===== config.mk =====
export PLATFORM = sky130hd
export DESIGN_NAME = text_pixel_renderer_flat
export DESIGN_NICKNAME = d
export VERILOG_FILES = /design/src/rtl/text_pixel_renderer_if.sv /design/src/rtl/text_pixel_renderer.sv /design/src/flat_wrapper.sv
export SDC_FILE = /design/constraint.sdc
export NUM_CORES = 1
export LEC_CHECK = 0
export CAP_MARGIN = 30
export CORE_AREA = 3 3 103 105
export CTS_CLUSTER_SIZE = 10
export DETAILED_ROUTE_END_ITERATION = 10
export DIE_AREA = 0 0 106 108
export PLACE_DENSITY = 0.75
export SETUP_SLACK_MARGIN = 0.4
export SLEW_MARGIN = 30
export SYNTH_ARGS = -nofsm -noshare
export SYNTH_HDL_FRONTEND = slang
export SYNTH_SLANG_ARGS = --single-unit

===== constraint.sdc =====
create_clock -name Clk -period 4.6 [get_ports Clk]
set_clock_uncertainty 0.15 [all_clocks]
set_input_delay 0.46 -clock Clk [delete_from_list [all_inputs] [get_ports Clk]]
set_output_delay 0.46 -clock Clk [all_outputs]
set_load 0.005 [all_outputs]

===== src/rtl/text_pixel_renderer_if.sv =====
// Memory-side port bundle of the text renderer: VRAM read port plus font ROM port.
interface text_pixel_renderer_if #(
    parameter int unsigned ADDR_W = 10
);
    logic              getchar;
    logic              vram_rd;
    logic [ADDR_W-1:0] vram_addr;
    logic [31:0]       vram_rdata;
    logic [10:0]       font_addr;
    logic [7:0]        font_data;

    modport master (
        input  getchar, vram_rdata, font_data,
        output vram_rd, vram_addr, font_addr
    );

    modport slave (
        output getchar, vram_rdata, font_data,
        input  vram_rd, vram_addr, font_addr
    );
endinterface


===== src/rtl/text_pixel_renderer.sv =====
// Text-mode pixel renderer: DrawX/DrawY -> VRAM character word -> font row -> RGB,
// a fixed three-stage pipeline with a one-word cache covering getchar-low cycles.
module text_pixel_renderer #(
    parameter int unsigned COLS   = 80,
    parameter int unsigned ADDR_W = 10
) (
    input  logic                  Clk,
    input  logic                  RESET,
    input  logic [9:0]            DrawX,
    input  logic [9:0]            DrawY,
    input  logic                  blank_n,
    input  logic [11:0]           fg_color,
    input  logic [11:0]           bg_color,
    input  logic                  clr_underrun,
    text_pixel_renderer_if.master bus,
    output logic [3:0]            red,
    output logic [3:0]            green,
    output logic [3:0]            blue,
    output logic                  blank_n_out,
    output logic                  underrun
);

    typedef struct packed {
        logic [9:0] waddr;
        logic [1:0] bsel;
        logic [3:0] grow;
        logic [2:0] bitsel;
        logic       blank_n;
    } pix_ctx_t;

    pix_ctx_t    s1_d, s1_q, s2_d, s2_q;
    logic        rd_s2_d, rd_s2_q;
    logic        invert_s3_d, invert_s3_q;
    logic        miss_s3_d, miss_s3_q;
    logic [2:0]  bitsel_s3_d, bitsel_s3_q;
    logic        blank_s3_d, blank_s3_q;
    logic [31:0] cache_word_d, cache_word_q;
    logic [9:0]  cache_addr_d, cache_addr_q;
    logic        cache_valid_d, cache_valid_q;
    logic [11:0] rgb_d, rgb_q;
    logic        blank_out_d, blank_out_q;
    logic        underrun_d, underrun_q;

    logic [11:0] index;
    logic [31:0] word;
    logic [7:0]  sel_byte;
    logic        miss;
    logic        pix;

    always_comb begin
        // Character index wraps at 12 bits; rows past the visible area just alias.
        index = 12'(32'(DrawY[9:4]) * COLS + 32'(DrawX[9:3]));
        s1_d  = '{waddr: index[11:2], bsel: index[1:0], grow: DrawY[3:0],
                  bitsel: DrawX[2:0], blank_n: blank_n};

        s2_d          = s1_q;
        rd_s2_d       = bus.vram_rd;
        cache_word_d  = cache_word_q;
        cache_addr_d  = cache_addr_q;
        cache_valid_d = cache_valid_q;
        word          = cache_word_q;
        miss          = 1'b0;
        if (rd_s2_q) begin
            word          = bus.vram_rdata;
            cache_word_d  = bus.vram_rdata;
            cache_addr_d  = s2_q.waddr;
            cache_valid_d = 1'b1;
        end else if (!cache_valid_q || cache_addr_q != s2_q.waddr) begin
            miss = 1'b1;
        end
        sel_byte = word[{s2_q.bsel, 3'b000} +: 8];

        // Set has priority so a clear racing a fresh underrun cannot hide it.
        underrun_d = underrun_q;
        if (miss && s2_q.blank_n) begin
            underrun_d = 1'b1;
        end else if (clr_underrun) begin
            underrun_d = 1'b0;
        end

        invert_s3_d = sel_byte[7];
        miss_s3_d   = miss;
        bitsel_s3_d = s2_q.bitsel;
        blank_s3_d  = s2_q.blank_n;

        pix   = (bus.font_data[~bitsel_s3_q] ^ invert_s3_q) & ~miss_s3_q;
        rgb_d = '0;
        if (blank_s3_q) begin
            rgb_d = pix ? fg_color : bg_color;
        end
        blank_out_d = blank_s3_q;
    end

    // NOTE: the cache word is a plain register rather than a RAM, so it is cleared
    // with the rest of the pipeline and never leaks X into the first frame.
    always_ff @(posedge Clk) begin
        if (RESET) begin
            s1_q          <= '0;
            s2_q          <= '0;
            rd_s2_q       <= 1'b0;
            invert_s3_q   <= 1'b0;
            miss_s3_q     <= 1'b0;
            bitsel_s3_q   <= '0;
            blank_s3_q    <= 1'b0;
            cache_word_q  <= '0;
            cache_addr_q  <= '0;
            cache_valid_q <= 1'b0;
            rgb_q         <= '0;
            blank_out_q   <= 1'b0;
            underrun_q    <= 1'b0;
        end else begin
            s1_q          <= s1_d;
            s2_q          <= s2_d;
            rd_s2_q       <= rd_s2_d;
            invert_s3_q   <= invert_s3_d;
            miss_s3_q     <= miss_s3_d;
            bitsel_s3_q   <= bitsel_s3_d;
            blank_s3_q    <= blank_s3_d;
            cache_word_q  <= cache_word_d;
            cache_addr_q  <= cache_addr_d;
            cache_valid_q <= cache_valid_d;
            rgb_q         <= rgb_d;
            blank_out_q   <= blank_out_d;
            underrun_q    <= underrun_d;
        end
    end

    assign bus.vram_rd        = bus.getchar;
    assign bus.vram_addr      = ADDR_W'(s1_q.waddr);
    assign bus.font_addr      = {sel_byte[6:0], s2_q.grow};
    assign {red, green, blue} = rgb_q;
    assign blank_n_out        = blank_out_q;
    assign underrun           = underrun_q;

endmodule


===== src/flat_wrapper.sv =====
// flat-port wrapper written by rule: the top's interface ports become plain ports
module text_pixel_renderer_flat 
#(
    parameter int unsigned COLS   = 80,
    parameter int unsigned ADDR_W = 10
)
  (Clk, RESET, DrawX, DrawY, blank_n, fg_color, bg_color, clr_underrun, red, green, blue, blank_n_out, underrun, bus_getchar, bus_vram_rdata, bus_font_data, bus_vram_rd, bus_vram_addr, bus_font_addr);
  text_pixel_renderer_if #(.ADDR_W(ADDR_W)) bus_i ();
  input  logic Clk;
  input  logic RESET;
  input  logic [9:0] DrawX;
  input  logic [9:0] DrawY;
  input  logic blank_n;
  input  logic [11:0] fg_color;
  input  logic [11:0] bg_color;
  input  logic clr_underrun;
  output logic [3:0] red;
  output logic [3:0] green;
  output logic [3:0] blue;
  output logic blank_n_out;
  output logic underrun;
  input wire logic [$bits(bus_i.getchar)-1:0] bus_getchar;
  input wire logic [$bits(bus_i.vram_rdata)-1:0] bus_vram_rdata;
  input wire logic [$bits(bus_i.font_data)-1:0] bus_font_data;
  output wire logic [$bits(bus_i.vram_rd)-1:0] bus_vram_rd;
  output wire logic [$bits(bus_i.vram_addr)-1:0] bus_vram_addr;
  output wire logic [$bits(bus_i.font_addr)-1:0] bus_font_addr;
  assign bus_i.getchar = bus_getchar;
  assign bus_i.vram_rdata = bus_vram_rdata;
  assign bus_i.font_data = bus_font_data;
  assign bus_vram_rd = bus_i.vram_rd;
  assign bus_vram_addr = bus_i.vram_addr;
  assign bus_font_addr = bus_i.font_addr;
  text_pixel_renderer #(.COLS(COLS), .ADDR_W(ADDR_W)) u_core (.Clk(Clk), .RESET(RESET), .DrawX(DrawX), .DrawY(DrawY), .blank_n(blank_n), .fg_color(fg_color), .bg_color(bg_color), .clr_underrun(clr_underrun), .bus(bus_i), .red(red), .green(green), .blue(blue), .blank_n_out(blank_n_out), .underrun(underrun));
endmodule

Word-level counts from Yosys, hierarchy flattened
Cells that the tools add are included.
{ "word_totals": {"in_bits": 89, "output_inout_bits": 36, "reg_bits": 104, "elab_cells": 44} }
{ "op_classes": {"n_mul": 1, "n_reduce_logical": 5, "n_lt_le_gt_ge": 1, "n_mux": 8, "n_eq_ne": 1, "shift": 1, "n_addsub": 1, "bitwise_logic": 5} }
{ "op_table": {"columns": ["op", "n"], "rows": [
  ["32-bit 2-to-1 mux", 1],
  ["32-bit by 6-bit variable part select with 8-bit output", 1],
  ["12-bit by 7-bit adder with 12-bit output", 1],
  ["12-bit 2-to-1 mux", 1],
  ["10-bit != test", 1],
  ["6-bit by 3-bit multiplier with 8-bit output, second input constant", 1],
  ["1-bit 2-to-1 mux", 5],
  ["3-bit by 4-bit < comparator with 1-bit output, second input constant", 1],
  ["1-bit binary-select mux with 3-bit select", 1],
  ["3-bit inverter", 1],
  ["1-bit inverter", 2],
  ["2-bit nonzero test", 1],
  ["2-bit OR reduction", 1],
  ["1-bit bitwise AND", 1],
  ["1-bit logical AND", 1],
  ["1-bit zero test", 1],
  ["1-bit logical OR", 1],
  ["1-bit XOR", 1]
]} }

Logic depth before layout (Yosys ltp)
{ "depth": {"word_depth": 6, "ltp_mapped": 8, "mapped_depth_nobuf": 8} }

Worst setup path after synthesis
Ideal clock, no wire load.
{ "synth_path": {"path_kind": "flip-flop to output port", "from": "register u_core.rd_s2_q", "to": "output port bus_font_addr[10]", "t_required_ps": 3990, "path_buffers": 3, "path_stages_with_launch": 6, "arrival_ps": 1875, "setup_slack_ps": 2115, "cell_sequence": "dfxtp_1 clkbuf_1 buf_2 mux4_2 mux2_2 buf_4"} }
{ "synth_via": {"elab_chain_len": 2} }
{ "synth_rtl": {"columns": ["element", "line_no", "text"], "rows": [
  ["from (decl)", "text_pixel_renderer.sv:32", "logic rd_s2_d, rd_s2_q;"],
  ["from (signal assigned)", "text_pixel_renderer.sv:114", "rd_s2_q <= rd_s2_d;"],
  ["32-bit 2-to-1 mux", "text_pixel_renderer.sv:63", "if (rd_s2_q) begin"],
  ["32-bit by 6-bit variable part select with 8-bit output", "text_pixel_renderer.sv:71", "sel_byte = word[{s2_q.bsel, 3'b000} +: 8];"],
  ["to (decl)", "flat_wrapper.sv:27", "output wire logic [$bits(bus_i.font_addr)-1:0] bus_font_addr;"]
]} }
No other way between the ends.

Worst setup path in the final report
{ "layout_path": {"from": "register u_core.rd_s2_q", "to": "output port bus_font_addr[5]"} }
Same word-level chain as after synthesis.

==> results.sh <==
export IMPL_clock_sinks=104
export IMPL_synth_most_common_cell="dfxtp_1"
export IMPL_period_share_pct=67.5
export IMPL_initial_core_util_pct=45.1
export IMPL_internal_power_mw=1.35
export IMPL_dpl_cell_count=605
export IMPL_rows=36
export IMPL_numCtsBuffers=9
export IMPL_maxSlewHeadroom_pct=48.7
export IMPL_tns_ns=0
export IMPL_cts_tree="yes"
export IMPL_synthMuxAreaShare_pct=24.3
export IMPL_powerDensity_nw_per_um2=312
export IMPL_worst_setup_path_type="flop to output pin"
export IMPL_final_antenna_net_count=0
export IMPL_finalHoldViolations=0
export IMPL_crit_family="multiplexers"
export IMPL_async_reset_ff_share_pct=0
export IMPL_run_status="finished, final reports clean"
export IMPL_cp_arrival_ns=2.50
export IMPL_synth_area_leaders="dfxtp_1 47%, mux2i_1 13%, mux4_2 8.7%"
export IMPL_fmax_mhz=322
export IMPL_cts_resized=0
export IMPL_post_route_util_pct=58.7
export IMPL_min_period_ns=3.11
export IMPL_hold_buffers=0
export IMPL_max_cap_violations=0
export IMPL_critPathCaptureType="output pin"
export IMPL_io_buffers=124
export IMPL_syn_area_um2=4390
export IMPL_grtUsageTotal_pct=14.6
export IMPL_synth_xor_area_share_pct=3.59
export IMPL_yosys_top_cells_count="104 x dfxtp_1, 64 x nor2_1, 59 x mux2i_1, 40 x nor2b_1, 22 x buf_4"
export IMPL_dp_slack_ns=1.62
export IMPL_cp_data_required_time_ns=3.99
export IMPL_grt_overflow=0
export IMPL_clock_root_buffer="clkbuf_8"
export IMPL_synth_top_cell_area_share_pct=47.5
export IMPL_cts_max_level=3
export IMPL_ys_warn_count=0
export IMPL_rsz0062_at_grt="false"
export IMPL_areaGrowthSynthToFinish_pct=30.3
export IMPL_max_stage_delay_ns=0.81
export IMPL_worst_path_buf_inv=1
export IMPL_yosysSeqAreaShare_pct=47.5
export IMPL_synth_ff_type="dfxtp_1"
export IMPL_dpl_hpwl_mm=6.02
export IMPL_synth_simple_area_share_pct=12.8
export IMPL_synth_edf_count=0
export IMPL_synth_cell_types=27
export IMPL_synth_fa_ha_area_share_pct=4.05
export IMPL_viasPerCell=4.71
export IMPL_finalSetupViolations=0
export IMPL_drc=0
export IMPL_post_drt_wl_per_cell_um=13.0
export IMPL_synth_cells=391
export IMPL_cts_clk_slew_worst_paths_ns=0.10
export IMPL_drtPass1Iterations=5
export IMPL_cp_max_fo=43
export IMPL_fin_nets=585
export IMPL_worst_pin_slew_ns=0.769
export IMPL_synth_compound_area_share_pct=1.40
export IMPL_final_cells=621
export IMPL_gr_max_usage_layer="met2"
export IMPL_startpoint_type="flop"
export IMPL_synth_fp_nets=493
export IMPL_die_h_um=108
export IMPL_post_cts_buffers=0
export IMPL_use_met3_pct=3.88
export IMPL_use_met2_pct=24.2
export IMPL_place_congestion=0.738
export IMPL_die_area_um2=11400
export IMPL_fin_ws_ns=1.49
export IMPL_antenna_found_initial=0
export IMPL_avgSynthCellArea_um2=11.2
export IMPL_clock_latency_ns=0.35
export IMPL_power_leakage_nw=2.22
export IMPL_dieWidth_um=106
export IMPL_drt_iter0_drc=88
export IMPL_met1_usage_pct=18.4
export IMPL_antennaDiodeCount=0
export IMPL_layout_drive_gt1_share_pct=9.63
export IMPL_hold_class="flop to flop"
export IMPL_crit_chain="mux4_2 -> mux2_2 -> clkdlybuf4s50_1"
export IMPL_grt_start_max_net_pins=59
export IMPL_drv_slew=0
export IMPL_power_frac_seq_pct=55.0
export IMPL_clk_path_buf_depth=2
export IMPL_ys_ff_latch=104
export IMPL_num_vias=2928
export IMPL_synth_top_family_by_area="multiplexers"
export IMPL_p_sw_mw=0.434
export IMPL_critPathSlowestCell="dfxtp_4"
export IMPL_switching_share_pct=24.3
export IMPL_fp_coreArea_um2=9730
export IMPL_num_io_pins=125
export IMPL_grt_pass1_vias=2909
export IMPL_comb_power_share_pct=17.2
export IMPL_drt_wl_total_mm=8.05
export IMPL_fillers=879
export IMPL_grt_first_pass_wirelength_mm=13.5
export IMPL_pwr_share_clk_pct=27.8
export IMPL_ir_worst_vdd_v=0.000141
export IMPL_synth_largest_area_cell="dfxtp_1"
power by group through the flow:
stage / logic, mW / clock network, mW / registers (mW)
final: 0.307 / 0.495 / 0.980
after global routing: 0.337 / 0.555 / 0.989
after CTS: 0.310 / 0.518 / 0.982
after detailed placement: 0.308 / 0 / 1.00
after global placement: 0.303 / 0 / 1.00
after floorplan: 0.204 / 0 / 0.984
sequential cells by signal, summed over array words and instances, names as in the netlist, 3 cells and up:
name                  count
u_core.bus.vram_addr     10
u_core.cache_addr_q      10
u_core.bus.font_addr      4
u_core.bitsel_s3_d        3
u_core.cache_word_q      32
u_core.s2_q              12
u_core.rgb_q             12
u_core.bitsel_s3_q        3
u_core.s1_q              10
routing by layer:
layer  part of all wire [%]  vias to the layer above
li1                       -                     1480
met2                     48                       82
met3                    6.3                        5
met4                   0.97                        0
met1                     45                     1361
met5                      0                        -
layout make-up:
| type | instances | area, µm² | share of cell area (%) |
|---|---|---|---|
| clock buffer | 10 | 128 | 2.23 |
| tap | 133 | 166 | 2.91 |
| inverter | 1 | 3.75 | 0.0657 |
| timing repair buffer | 126 | 1250 | 21.9 |
| clock inverter | 6 | 43.8 | 0.766 |
| multi-input combinational | 241 | 2030 | 35.6 |
| sequential | 104 | 2090 | 36.5 |
cells by family (layout without fill, tap and decap cells):
family	after synthesis	in the layout
AND/OR/NAND/NOR	116	116
flip-flops	104	104
multiplexers	84	84
buffers and inverters	46	143
XOR/XNOR	18	18
adder cells (fa/ha/maj)	13	13
AO/OA/AOI/OAI	10	10
path summary, 6_finish.rpt:
check	startpoint	endpoint	slack, ns	cells past startpoint
max reg2reg	u_core.rd_s2_q	u_core.invert_s3_q	2.31	4
min	u_core.s1_q[1]	u_core.bitsel_s3_d[0]	0.29	1
max	u_core.rd_s2_q	bus_font_addr[5]	1.49	3
min reg2reg	u_core.s1_q[1]	u_core.bitsel_s3_d[0]	0.29	1
cell usage in the layout, fill, tap and decap left out, types with 2 or more instances in the layout:
master             n
nor2_1            64
mux4_2            17
buf_4              3
a21oi_1            6
nand2b_1           2
fa_1               2
xnor2_1           14
nand4_1            3
mux2i_1           59
clkdlybuf4s50_1  123
inv_6              2
xor2_1             4
dfxtp_1          103
ha_1              11
clkinv_2           2
mux2_2             7
clkbuf_8           9
nand3_1            2
nor3_1             2
nor2b_1           40
a21o_1             3
per-stage QoR:
| stage | power (mW) | instance area [µm²] | hold WS, ns |
|---|---|---|---|
| global placement | 1.30 | 5530 | 0.266 |
| CTS | 1.81 | 5700 | 0.295 |
| global route | 1.88 | 5720 | 0.298 |
| finish | 1.78 | 5720 | 0.287 |
| floorplan | 1.19 | 4390 | 0.264 |
| detailed placement | 1.31 | 5530 | 0.275 |
No activity file was read; power rests on OpenSTA's default activity.
